**src/rtl/dec_gpr_pkg.sv**
```systemverilog
`default_nettype none
// ============================================================================
// Module      : dec_gpr_pkg
// Description : Shared GPR geometry for the write-back arbiter, the pending
//               write scoreboard and the GPR file.
//               GPR_AW    - GPR index width
//               NGPR      - number of architectural GPRs
//               gpr_idx_t - GPR index type
// Revision    : 1.0 - initial release
// ============================================================================
package dec_gpr_pkg;

  localparam int GPR_AW = 5;
  localparam int NGPR   = 32;

  typedef logic [GPR_AW-1:0] gpr_idx_t;

endpackage
`default_nettype wire

```
**src/rtl/dec_gpr_scoreboard.sv**
```systemverilog
`default_nettype none
// ============================================================================
// Module      : dec_gpr_scoreboard
// Description : Pending-write scoreboard for the GPR file. One busy bit per
//               GPR (x0 is never busy). Decode sets a bit at issue and the
//               write stage clears it on commit. Two read-side lookups report
//               whether a source operand still has a write outstanding.
// Ports       : clk, rst_l            - clock, async active-low reset
//               set_en, set_addr      - issue of a GPR-writing instruction
//               clr_en, clr_addr      - committed write (wen0/waddr0)
//               chk_addr0/1           - lookup addresses
//               chk_busy0/1           - lookup results
// Revision    : 1.0 - initial release
// ============================================================================
module dec_gpr_scoreboard
  import dec_gpr_pkg::*;
(
  input  logic              clk,
  input  logic              rst_l,
  input  logic              set_en,
  input  logic [GPR_AW-1:0] set_addr,
  input  logic              clr_en,
  input  logic [GPR_AW-1:0] clr_addr,
  input  logic [GPR_AW-1:0] chk_addr0,
  input  logic [GPR_AW-1:0] chk_addr1,
  output logic              chk_busy0,
  output logic              chk_busy1
);

  logic [NGPR-1:1] r_busy;
  logic [NGPR-1:1] w_busy_nxt;
  logic [NGPR-1:0] w_busy_full;
  logic            w_set_live;

  // x0 is architecturally constant, so a set to it is ignored everywhere.
  assign w_set_live  = set_en && (set_addr != '0);
  assign w_busy_full = {r_busy, 1'b0};

  // A same-cycle set beats a clear: the set belongs to a newer instruction
  // whose write has not happened yet.
  always_comb begin
    w_busy_nxt = r_busy;
    for (int i = 1; i < NGPR; i++) begin
      if (w_set_live && (set_addr == gpr_idx_t'(i))) begin
        w_busy_nxt[i] = 1'b1;
      end else if (clr_en && (clr_addr == gpr_idx_t'(i))) begin
        w_busy_nxt[i] = 1'b0;
      end
    end
  end

  always_ff @(posedge clk or negedge rst_l) begin
    if (!rst_l) begin
      r_busy <= '0;
    end else begin
      r_busy <= w_busy_nxt;
    end
  end

  // Forward the same-cycle issue so a dependent lookup in the issue cycle
  // already sees the hazard. Committing writes are not bypassed.
  always_comb begin
    chk_busy0 = w_busy_full[chk_addr0] | (w_set_live && (set_addr == chk_addr0));
    chk_busy1 = w_busy_full[chk_addr1] | (w_set_live && (set_addr == chk_addr1));
  end

endmodule
`default_nettype wire

```
**src/rtl/dec_gpr_wb_arb.sv**
```systemverilog
`default_nettype none
// ============================================================================
// Module      : dec_gpr_wb_arb
// Description : Write-back arbiter for the single GPR write port. Port A
//               (integer/load pipe) has fixed priority; port B (FPU) is
//               forced ahead after STARVE_LIM consecutive waiting cycles.
//               The winner is registered into a one-entry write stage that
//               drives the GPR file. Also hosts the pending-write scoreboard.
// Ports       : clk, rst_l               - clock, async active-low reset
//               a_valid/a_ready/a_addr/a_data - port A request
//               b_valid/b_ready/b_addr/b_data - port B request
//               sb_set, sb_addr          - decode issue into the scoreboard
//               chk_addr0/1, chk_busy0/1 - scoreboard lookups
//               wen0, waddr0, wd0        - GPR write port
// Revision    : 1.0 - initial release
// ============================================================================
module dec_gpr_wb_arb
  import dec_gpr_pkg::*;
#(
  parameter int XLEN       = 32,
  parameter int STARVE_LIM = 4
) (
  input  logic              clk,
  input  logic              rst_l,
  input  logic              a_valid,
  output logic              a_ready,
  input  logic [GPR_AW-1:0] a_addr,
  input  logic [XLEN-1:0]   a_data,
  input  logic              b_valid,
  output logic              b_ready,
  input  logic [GPR_AW-1:0] b_addr,
  input  logic [XLEN-1:0]   b_data,
  input  logic              sb_set,
  input  logic [GPR_AW-1:0] sb_addr,
  input  logic [GPR_AW-1:0] chk_addr0,
  input  logic [GPR_AW-1:0] chk_addr1,
  output logic              chk_busy0,
  output logic              chk_busy1,
  output logic              wen0,
  output logic [GPR_AW-1:0] waddr0,
  output logic [XLEN-1:0]   wd0
);

  localparam logic [3:0] c_starve_lim = 4'(STARVE_LIM);

  logic [3:0]        r_starve_cnt;
  logic              w_b_forced;
  logic              w_a_grant;
  logic              w_b_grant;
  logic              w_accept;
  logic [GPR_AW-1:0] w_sel_addr;
  logic [XLEN-1:0]   w_sel_data;
  logic              r_wen;
  logic [GPR_AW-1:0] r_waddr;
  logic [XLEN-1:0]   r_wd;

  // Grant: A unless B has waited long enough, in which case B jumps ahead.
  assign w_b_forced = b_valid && (r_starve_cnt == c_starve_lim);
  assign w_b_grant  = b_valid && (!a_valid || w_b_forced);
  assign w_a_grant  = a_valid && !w_b_grant;
  assign w_accept   = w_a_grant || w_b_grant;
  assign a_ready    = w_a_grant;
  assign b_ready    = w_b_grant;

  assign w_sel_addr = w_b_grant ? b_addr : a_addr;
  assign w_sel_data = w_b_grant ? b_data : a_data;

  // Counts consecutive cycles B spends waiting; saturates at the limit and
  // restarts whenever B is served or withdraws.
  always_ff @(posedge clk or negedge rst_l) begin
    if (!rst_l) begin
      r_starve_cnt <= '0;
    end else if (b_valid && !w_b_grant) begin
      if (r_starve_cnt != c_starve_lim) begin
        r_starve_cnt <= r_starve_cnt + 4'd1;
      end
    end else begin
      r_starve_cnt <= '0;
    end
  end

  // Write stage. An accepted x0 write is consumed but never enabled.
  always_ff @(posedge clk or negedge rst_l) begin
    if (!rst_l) begin
      r_wen   <= 1'b0;
      r_waddr <= '0;
      r_wd    <= '0;
    end else begin
      r_wen <= w_accept && (w_sel_addr != '0);
      if (w_accept) begin
        r_waddr <= w_sel_addr;
        r_wd    <= w_sel_data;
      end
    end
  end

  assign wen0   = r_wen;
  assign waddr0 = r_waddr;
  assign wd0    = r_wd;

  dec_gpr_scoreboard u_scoreboard (
    .clk       (clk),
    .rst_l     (rst_l),
    .set_en    (sb_set),
    .set_addr  (sb_addr),
    .clr_en    (r_wen),
    .clr_addr  (r_waddr),
    .chk_addr0 (chk_addr0),
    .chk_addr1 (chk_addr1),
    .chk_busy0 (chk_busy0),
    .chk_busy1 (chk_busy1)
  );

endmodule
`default_nettype wire

```
**config.mk**
```make
export PLATFORM = sky130hd
export DESIGN_NAME = dec_gpr_wb_arb
export DESIGN_NICKNAME = d
export VERILOG_FILES = /design/src/rtl/dec_gpr_pkg.sv /design/src/rtl/dec_gpr_scoreboard.sv /design/src/rtl/dec_gpr_wb_arb.sv
export SDC_FILE = /design/constraint.sdc
export NUM_CORES = 1
export LEC_CHECK = 0
export BUFFER_PORTS_ARGS = -buffer_cell sky130_fd_sc_hd__clkbuf_2
export CORE_MARGIN = 2
export CORE_UTILIZATION = 51
export CTS_BUF_LIST = sky130_fd_sc_hd__clkbuf_16
export CTS_CLUSTER_DIAMETER = 30
export DETAILED_ROUTE_END_ITERATION = 10
export PLACE_DENSITY = 0.9
export SYNTH_ARGS = -nofsm -noshare
export SYNTH_HDL_FRONTEND = slang
export SYNTH_HIERARCHICAL = 1
export SYNTH_SLANG_ARGS = --single-unit
```
**constraint.sdc**
```tcl
create_clock -name clk -period 2.01 [get_ports clk]
set_input_delay 0.3015 -clock clk [delete_from_list [all_inputs] [get_ports clk]]
set_output_delay 0.3015 -clock clk [all_outputs]
set_load 0.02 [all_outputs]
```
# Word level (Yosys, flattened, before mapping)
# Index checks and enable logic that the tools add are counted.
[classes] n_eq_ne=67 magnitude_cmp=2 add_sub_neg=1 n_mux=70 n_reduce_logical=107 bitwise_logic=2
[ops] operator="== test 5 bit, second input constant" count=32
[ops] operator="== test 5 x 4 -> 1 bit, second input constant" count=16
[ops] operator="logical AND 1 bit" count=70
[ops] operator="two-way mux 1 bit" count=64
[ops] operator="nonzero test 2 bit" count=31
[ops] operator="== test 5 x 3 -> 1 bit, second input constant" count=8
[ops] operator="two-way mux 32 bit" count=1
[ops] operator="== test 5 x 2 -> 1 bit, second input constant" count=4
[ops] operator="less-than comparator 5 x 6 -> 1 bit, second input constant" count=2
[ops] operator="binary-select mux 1 bit (select 5 bit)" count=2
[ops] operator="== test 5 x 1 -> 1 bit, second input constant" count=2
[ops] operator="== test 5 bit" count=2
[ops] operator="nonzero test 5 bit" count=2
[ops] operator="two-way mux 4 bit" count=2
[ops] operator="two-way mux 5 bit" count=1
[ops] operator="adder 4 x 1 -> 4 bit, second input constant" count=1
[ops] operator="== test 4 x 3 -> 1 bit, second input constant" count=1
[ops] operator="inequality test 4 x 3 -> 1 bit, second input constant" count=1
[ops] operator="zero test 1 bit" count=2
[ops] operator="logical OR 1 bit" count=2
[ops] operator="inequality test 2 x 1 -> 1 bit, second input constant" count=1
[ops] operator="bitwise OR 1 bit" count=2
[totals] input_bits=94 regBits=73 word_cells=284

# Depth between registers and ports, before layout
# Gate-level depths: netlist of the first run.
[logic_depth] word_depth=8 mapped_depth=8 depth_no_buf=6

# Hierarchy
# Netlist of the first run, hierarchy kept.
[modules_own_cells] module="dec_gpr_scoreboard" seq_area_each_um2=775.7 n_inst=1 cells_per_inst=197 area_per_inst_um2=2008.2
[modules_own_cells] module="dec_gpr_wb_arb" seq_area_each_um2=1051.0 n_inst=1 cells_per_inst=160 area_per_inst_um2=1995.7

# Least setup slack after synthesis of the first run
# Ideal clock, no wire load.
[synth_timing] path_type="in2out" startpoint="in chk_addr0[0]" endpoint="out chk_busy0" t_required_ns=1.709 path_buffers=1 path_slack_ns=0.166 arrival_time_ns=1.543 cell_stages=5 path_cell_list="buf_2 > mux4_1 > mux2i_1 > o2111ai_1 > a21o_1"
[synth_via] elab_chain_len=3 elab_cells_between_ends=5
[synth_rtl] item="start, declared" line="dec_gpr_wb_arb.sv:35" rtl="input logic [GPR_AW-1:0] chk_addr0,"
[synth_rtl] item="binary-select mux 1 bit (select 5 bit) or == test 5 bit (tied branches)" line="dec_gpr_scoreboard.sv:63" rtl="chk_busy0 = w_busy_full[chk_addr0] | (w_set_live && (set_addr == chk_addr0));"
[synth_rtl] item="two-way mux 1 bit (implied by the code) or logical AND 1 bit (tied branches)" line="dec_gpr_scoreboard.sv:63"
[synth_rtl] item="bitwise OR 1 bit *" line="dec_gpr_scoreboard.sv:63"
[synth_rtl] item="end, declared" line="dec_gpr_wb_arb.sv:37" rtl="output logic chk_busy0,"
# Every way passes the cells marked *; elsewhere a longest branch is shown, timed or not. The select of a mux whose other input is x is not followed.

# Final worst setup path of the first run
[layout_timing] startpoint="reg u_scoreboard/r_busy[14] in the netlist's numbering" endpoint="out chk_busy0"
[layout_via] elab_chain_len=3
[layout_rtl] item="start, declared" line="dec_gpr_scoreboard.sv:30" rtl="logic [NGPR-1:1] r_busy;"
[layout_rtl] item="start signal, assigned" line="dec_gpr_scoreboard.sv:56" rtl="r_busy <= w_busy_nxt;"
[layout_rtl] item="binary-select mux 1 bit (select 5 bit)" line="dec_gpr_scoreboard.sv:63"
[layout_rtl] item="two-way mux 1 bit (implied by the code)" line="dec_gpr_scoreboard.sv:63"
[layout_rtl] item="bitwise OR 1 bit" line="dec_gpr_scoreboard.sv:63"
# No other way between the ends. The select of a mux whose other input is x is not followed.

==> impl_metrics.yaml, run 1 <==
drt:
  ant_nets: 0
  drt-total-wl_mm: 11.1
  top_layer_used: "met4"
  viasPerCell: 6.04
  firstDrtPassIters: 5
  first_iter_violations: 273
  wirelength_met1_mm: 4.20
  vias: 3642
  drc: 0
  avgRoutedWirePerCell_um: 18.4
  met2_length_mm: 5.66
  wl_met3_mm: 1.02
yosys:
  synth_edf_count: 0
  syn_avg_cell_area_um2: 11.2
  async_reset_ff_share_pct: 100
  synth_flop_cell: "dfrtp_1"
  yosysMostFrequentCell: "dfrtp_1"
  yosys.area.top_type: "dfrtp_1"
  yosys_warnings: 6
  synth_seq_cells: 73
  synth_commonest_cells: "dfrtp_1, o21ai_0, and2_1, a221o_1, nor2b_1"
  yosysTopAreaCellShare_pct: 45.6
  yosysSeqAreaShare_pct: 45.6
  synthTopCellsByArea: "dfrtp_1, a221o_1, o21ai_0"
  synth_cells: 357
  synth_nets: 453
  synth_cell_types: 46
  netlist_area_um2: 4000
cells_and_area:
  fin_util_pct: 67.1
  fin_cells: 603
  fillers: 593
  nets: 592
  register_area_um2: 1830
  multi_input_area_um2: 1980
  n_antenna_cell: 0
  drive_gt1_share_pct: 38.1
  areaGrowthSynthToFinish_pct: 28.2
min_path:
  min_path_type: "input pin to async pin"
timing:
  timing.fmax_ghz: 0.455
  hold_viol: 0
  tns_ns: -0.334
  period_share_pct: 109
  skew_ns: 0.00396
  worstMarginPinSlew_ns: 0.581
  post-route-min-period_ns: 2.20
  hold_ws_ns: 0.00405
  slew_viol_final: 0
  slew_headroom_pct: 60.9
  rsz0062_at_grt: "yes"
  setup_viol: 2
  setup_ws_ns: -0.190
global_routing:
  overflow: 0
  antenna_found_initial: 0
  grt_first_pass_wirelength_mm: 17.9
  grt_usage_pct: 26.7
  grt_max_degree: 74
  grt_pass1_vias: 3690
cts:
  clk_latency_ns: 0.32
  cts_tree: "built"
  max-clock-path-buffers: 2
  h-tree-depth: 3
  cts_root_buffer: "clkbuf_16"
  clkTransAtPathRegs_ns: 0.06
  cts_made_buffers: 9
  cts_num_sinks: 73
pwr:
  vdd.ir_drop.worst_uv: 547
  leakagePower_nw: 2.34
  power_density_nw_per_um2: 937
die:
  io_pins: 136
  dieWidth_um: 92.6
  dieArea_um2: 8580
  fp-row-count: 32
  initial_core_util_pct: 52.4
  die_h_um: 92.6
  coreArea_um2: 7650
placed_design:
  numPortBuffers: 135
  placed_cells: 584
  gp_congestion: 0.916
  dp_worst_setup_slack_ns: -0.0503
  dp_hpwl_mm: 8.27
critical_path:
  crit_type: "flop to output port"
  arrival_ns: 1.90
  worstPathMaxFanout: 3
  cp_cell_sequence: "mux4_2 > a221oi_2 > o31ai_1 > a21o_1 > clkbuf_8"
  end_kind: "output port"
  crit_slowest_cell: "mux4_2"
  slowest_delay_ns: 0.48
  critPathRequiredTime_ns: 1.71
  r2r_cells: 7
  startpoint_type: "flop"
run:
  maxCapViolations: 0
status:
  status: "complete, but fails checks"
  violations: "negative setup slack"
==> critical path: cells and delay by family, from the launching register on <==
kind                   cells  cell delay, ns
AO/OA/AOI/OAI              3            0.56
buffers and inverters      1            0.15
flip-flops                 1            0.39
multiplexers               1            0.48
==> cell families after synthesis <==
family / Yosys count / synth area share (%)
AO/OA/AOI/OAI: 119 / 21.4
XOR/XNOR: 12 / 2.62
adder cells (fa/ha/maj): 2 / 0.625
buffers and inverters: 31 / 4.94
flip-flops: 73 / 45.6
multiplexers: 18 / 9.50
AND/OR/NAND/NOR: 102 / 15.3
==> final timing paths <==
kind,start,end,slack [ns]
worst min-delay path,rst_l,wd0[20]$_DFFE_PN0P_,0.004
worst max-delay path,u_scoreboard/r_busy[14]$_DFFE_PN0P_,chk_busy0,-0.19
max in group asynchronous,rst_l,u_scoreboard/r_busy[10]$_DFFE_PN0P_,1.70
worst min register to register,u_scoreboard/r_busy[24]$_DFFE_PN0P_,u_scoreboard/r_busy[24]$_DFFE_PN0P_,0.53
min in group clk,a_data[17],wd0[17]$_DFFE_PN0P_,0.20
worst max register to register,r_starve_cnt[0]$_DFFE_PN0P_,wd0[4]$_DFFE_PN0P_,0.28
==> routing by layer <==
layer	GRT usage, %	up-vias
met5	0	-
met4	10.3	0
met3	5.13	26
met2	45.4	210
met1	34.0	1763
li1	-	1643
==> layout make-up <==
| type | instances | share of cell area [%] |
|---|---|---|
| multi-input combinational | 253 | 38.6 |
| sequential | 73 | 35.6 |
| timing repair buffer | 154 | 17.3 |
| clock buffer | 9 | 4.39 |
| tap | 102 | 2.49 |
| clock inverter | 7 | 1.05 |
| inverter | 5 | 0.609 |
==> power breakdown <==
part	total [mW]	switching [mW]	internal [mW]
Combinational	1.22	0.596	0.628
Sequential	2.09	0.290	1.80
Clock	1.50	0.568	0.936
==> per-stage QoR <==
stage	power, mW	instance area (um2)
2_1_floorplan	2.78	4000
4_1_cts	4.80	5120
3_3_place_gp	3.16	4780
5_1_grt	5.03	5130
3_5_place_dp	3.25	4780
6_report	4.81	5130
==> registers in the layout, indices dropped and copies added (netlist names) <==
| signal | cells |
|---|---|
| u_scoreboard/r_busy | 31 |
| r_starve_cnt | 4 |
| wd0 | 32 |
| wen0 | 1 |
| waddr0 | 5 |
==> layout by cell type (no fill, tap or decap), types with 3 or more instances in the layout <==
cell,synthesis,layout
dfrtp_1,73,73
nand2_1,8,8
a221o_1,32,32
nand3_1,11,11
inv_1,4,6
o221a_2,5,5
nand3b_1,4,4
clkbuf_2,1,131
nor2_1,9,9
mux4_2,8,10
and2_1,35,34
nor2b_1,15,15
xnor2_1,7,7
clkinv_1,0,3
a211o_1,5,5
clkbuf_16,0,9
nand2b_1,7,7
mux4_1,6,4
o21ai_0,63,63
buf_4,1,17
xor2_1,5,5
==> what timing repair did <==
action | CTS | global route
endpoints found under the setup margin | 4 | 4
gates cloned | 1 | 0
hold buffers | 0 | 0
resized for setup | 10 | 4
setup buffers | 1 | 1
pin swaps | 4 | 0
Note: power is estimated with default switching activity, not from simulation.
==> run 2, diff against run 1 <==
CORE_UTILIZATION = 50   (was 51)
PLACE_DENSITY = 0.89   (was 0.9)
SYNTH_HIERARCHICAL = default   (was 1)
==> impl_metrics.yaml, run 2 <==
drt:
  drc: 0
  top_layer_used: "met4"
  avgRoutedWirePerCell_um: 19.9
  vias: 3762
  firstDrtPassIters: 9
  wirelength_met1_mm: 4.28
  ant_nets: 0
  viasPerCell: 6.22
  drt-total-wl_mm: 12.1
  met2_length_mm: 5.98
  first_iter_violations: 490
  wl_met3_mm: 1.18
yosys:
  synth_cell_types: 42
  yosysTopAreaCellShare_pct: 47.7
  syn_avg_cell_area_um2: 10.6
  yosys_warnings: 0
  synth_commonest_cells: "dfrtp_1, o21ai_0, inv_1, a222oi_1, clkbuf_1"
  yosys.area.top_type: "dfrtp_1"
  synth_flop_cell: "dfrtp_1"
  netlist_area_um2: 3830
  synth_cells: 360
  synthTopCellsByArea: "dfrtp_1, a222oi_1, o21ai_0"
  synth_seq_cells: 73
  yosysSeqAreaShare_pct: 47.7
  synth_nets: 456
  yosysMostFrequentCell: "dfrtp_1"
  synth_edf_count: 0
  async_reset_ff_share_pct: 100
run:
  maxCapViolations: 0
placed_design:
  gp_congestion: 1.06
  dp_worst_setup_slack_ns: -0.0250
  placed_cells: 583
  numPortBuffers: 135
  dp_hpwl_mm: 8.79
cts:
  clk_latency_ns: 0.33
  max-clock-path-buffers: 2
  cts_root_buffer: "clkbuf_16"
  cts_num_sinks: 73
  cts_tree: "built"
  hold_buffers: 0
  cts_made_buffers: 9
  clkTransAtPathRegs_ns: 0.05
  h-tree-depth: 3
critical_path:
  arrival_ns: 1.92
  critPathRequiredTime_ns: 1.71
  startpoint_type: "flop"
  crit_type: "flop to output port"
  end_kind: "output port"
  worstPathMaxFanout: 3
pwr:
  power_mw: 4.86
  combPwrFrac_pct: 25.3
  vdd.ir_drop.worst_uv: 872
  leakagePower_nw: 2.42
  p_int_mw: 3.32
  p_sw_share_pct: 31.7
  clockPowerShare_pct: 30.7
  power_frac_seq_pct: 44.1
  p_switching_mw: 1.54
  power_density_nw_per_um2: 968
die:
  io_pins: 136
  dieArea_um2: 8370
  initial_core_util_pct: 52.2
  dieWidth_um: 91.5
  coreArea_um2: 7330
  fp-row-count: 31
  die_h_um: 91.5
timing:
  skew_ns: 0.00458
  hold_ws_ns: -0.0196
  rsz0062_at_grt: "yes"
  timing.fmax_ghz: 0.450
  tns_ns: -0.399
  worstMarginPinSlew_ns: 0.502
  slew_headroom_pct: 66.5
  hold_viol: 12
  setup_viol: 2
  period_share_pct: 111
  slew_viol_final: 0
  post-route-min-period_ns: 2.22
  setup_ws_ns: -0.214
cells_and_area:
  n_antenna_cell: 0
  areaGrowthSynthToFinish_pct: 31.2
  fin_util_pct: 68.5
  drive_gt1_share_pct: 37.2
  final_common_cell: "clkbuf_2"
  nets: 598
  fillers: 534
  final_cell_mix: "clkbuf_2, dfrtp_1, o21ai_0, inv_1, a222oi_1"
  largest_reg_flops: 32
  fin_cells: 605
global_routing:
  grt_first_pass_wirelength_mm: 18.9
  grt_usage_pct: 29.1
  grt_max_degree: 74
  overflow: 0
  antenna_found_initial: 0
  grt_pass1_vias: 3900
min_path:
  min_path_type: "input pin to async pin"
status:
  status: "complete, but fails checks"
  violations: "negative hold slack, negative setup slack"
run 2: cell count changes after synthesis, sizes merged, moves of 5 or more:
cell | before | now
a211o | 5 | 0
a221o | 32 | 0
a222oi | 0 | 32
and2 | 36 | 3
buf | 16 | 10
clkbuf | 10 | 17
inv | 5 | 36
mux2i | 2 | 14
nand2 | 8 | 15
o221a | 5 | 0
run 2: worst paths after layout:
check                                                    start                                   to  slack (ns)  depth (start not counted)
max reg2reg                        r_starve_cnt[1]$_DFFE_PN0P_                waddr0[4]$_DFFE_PN0P_        0.14                          8
min in group clk                                    a_data[31]                  wd0[31]$_DFFE_PN0P_        0.21                          3
min reg2reg                                 wd0[2]$_DFFE_PN0P_                   wd0[2]$_DFFE_PN0P_        0.50                          2
max in group asynchronous                                rst_l  u_scoreboard.r_busy[30]$_DFFE_PN0P_        1.69                          2
max                        u_scoreboard.r_busy[14]$_DFFE_PN0P_                            chk_busy0       -0.21                          5
min                                                      rst_l                   wd0[3]$_DFFE_PN0P_       -0.02                          2
run 2: timing repair:
item	in CTS	in global routing
pin swaps	3	3
setup buffers	3	4
cloned	1	0
resized for setup	7	4
endpoints found under the setup margin	3	19
run 2: critical path: stages (launching register included):
cell and delay [ns]:
dfrtp_1 0.40, mux4_2 0.49, a221oi_2 0.29, o31ai_1 0.11, a21o_1 0.16, clkbuf_2 0.15
run 2: routing by layer:
metal | vias to the layer above | GRT usage, %
met5 | - | 0
met4 | 0 | 18.4
met3 | 62 | 6.56
met2 | 252 | 49.5
met1 | 1806 | 32.9
li1 | 1642 | -
run 2: cells by family after synthesis:
kind of cell | count (synthesis) | synth area share, %
muxes | 28 | 11.9
DFF | 73 | 47.7
AOI/OAI and AO/OA | 113 | 20.4
and+or+nand+nor | 69 | 9.58
xor gates and xnor gates | 12 | 2.75
buffers and inverters | 63 | 7.03
adders and majority gates | 2 | 0.653
run 2: stage by stage:
| step | instance area (um2) | hold slack [ns] |
|---|---|---|
| finish | 5020 | -0.0196 |
| global route | 5020 | 0.0395 |
| CTS | 5020 | 0.0205 |
| detailed placement | 4680 | 0.364 |
| global placement | 4680 | 0.354 |
| floorplan | 3830 | 0.00591 |
run 2: power groups by stage:
stage	logic, mW	clock network, mW	registers, mW
after floorplan	0.705	0	2.07
after global placement	1.12	0	2.09
after detailed placement	1.19	0	2.14
after CTS	1.23	1.50	2.12
after global routing	1.34	1.56	2.16
final	1.23	1.49	2.14
run 2: cell type report:
type                    instances  area, um2  area share (%)
clock buffers                   9        225            4.48
clock inverters                 6       51.3            1.02
repair buffers                158        913            18.2
flip-flops and latches         73       1830            36.4
well taps                      99        124            2.47
multi-input cells             224       1750            34.8
inverters                      36        135            2.69
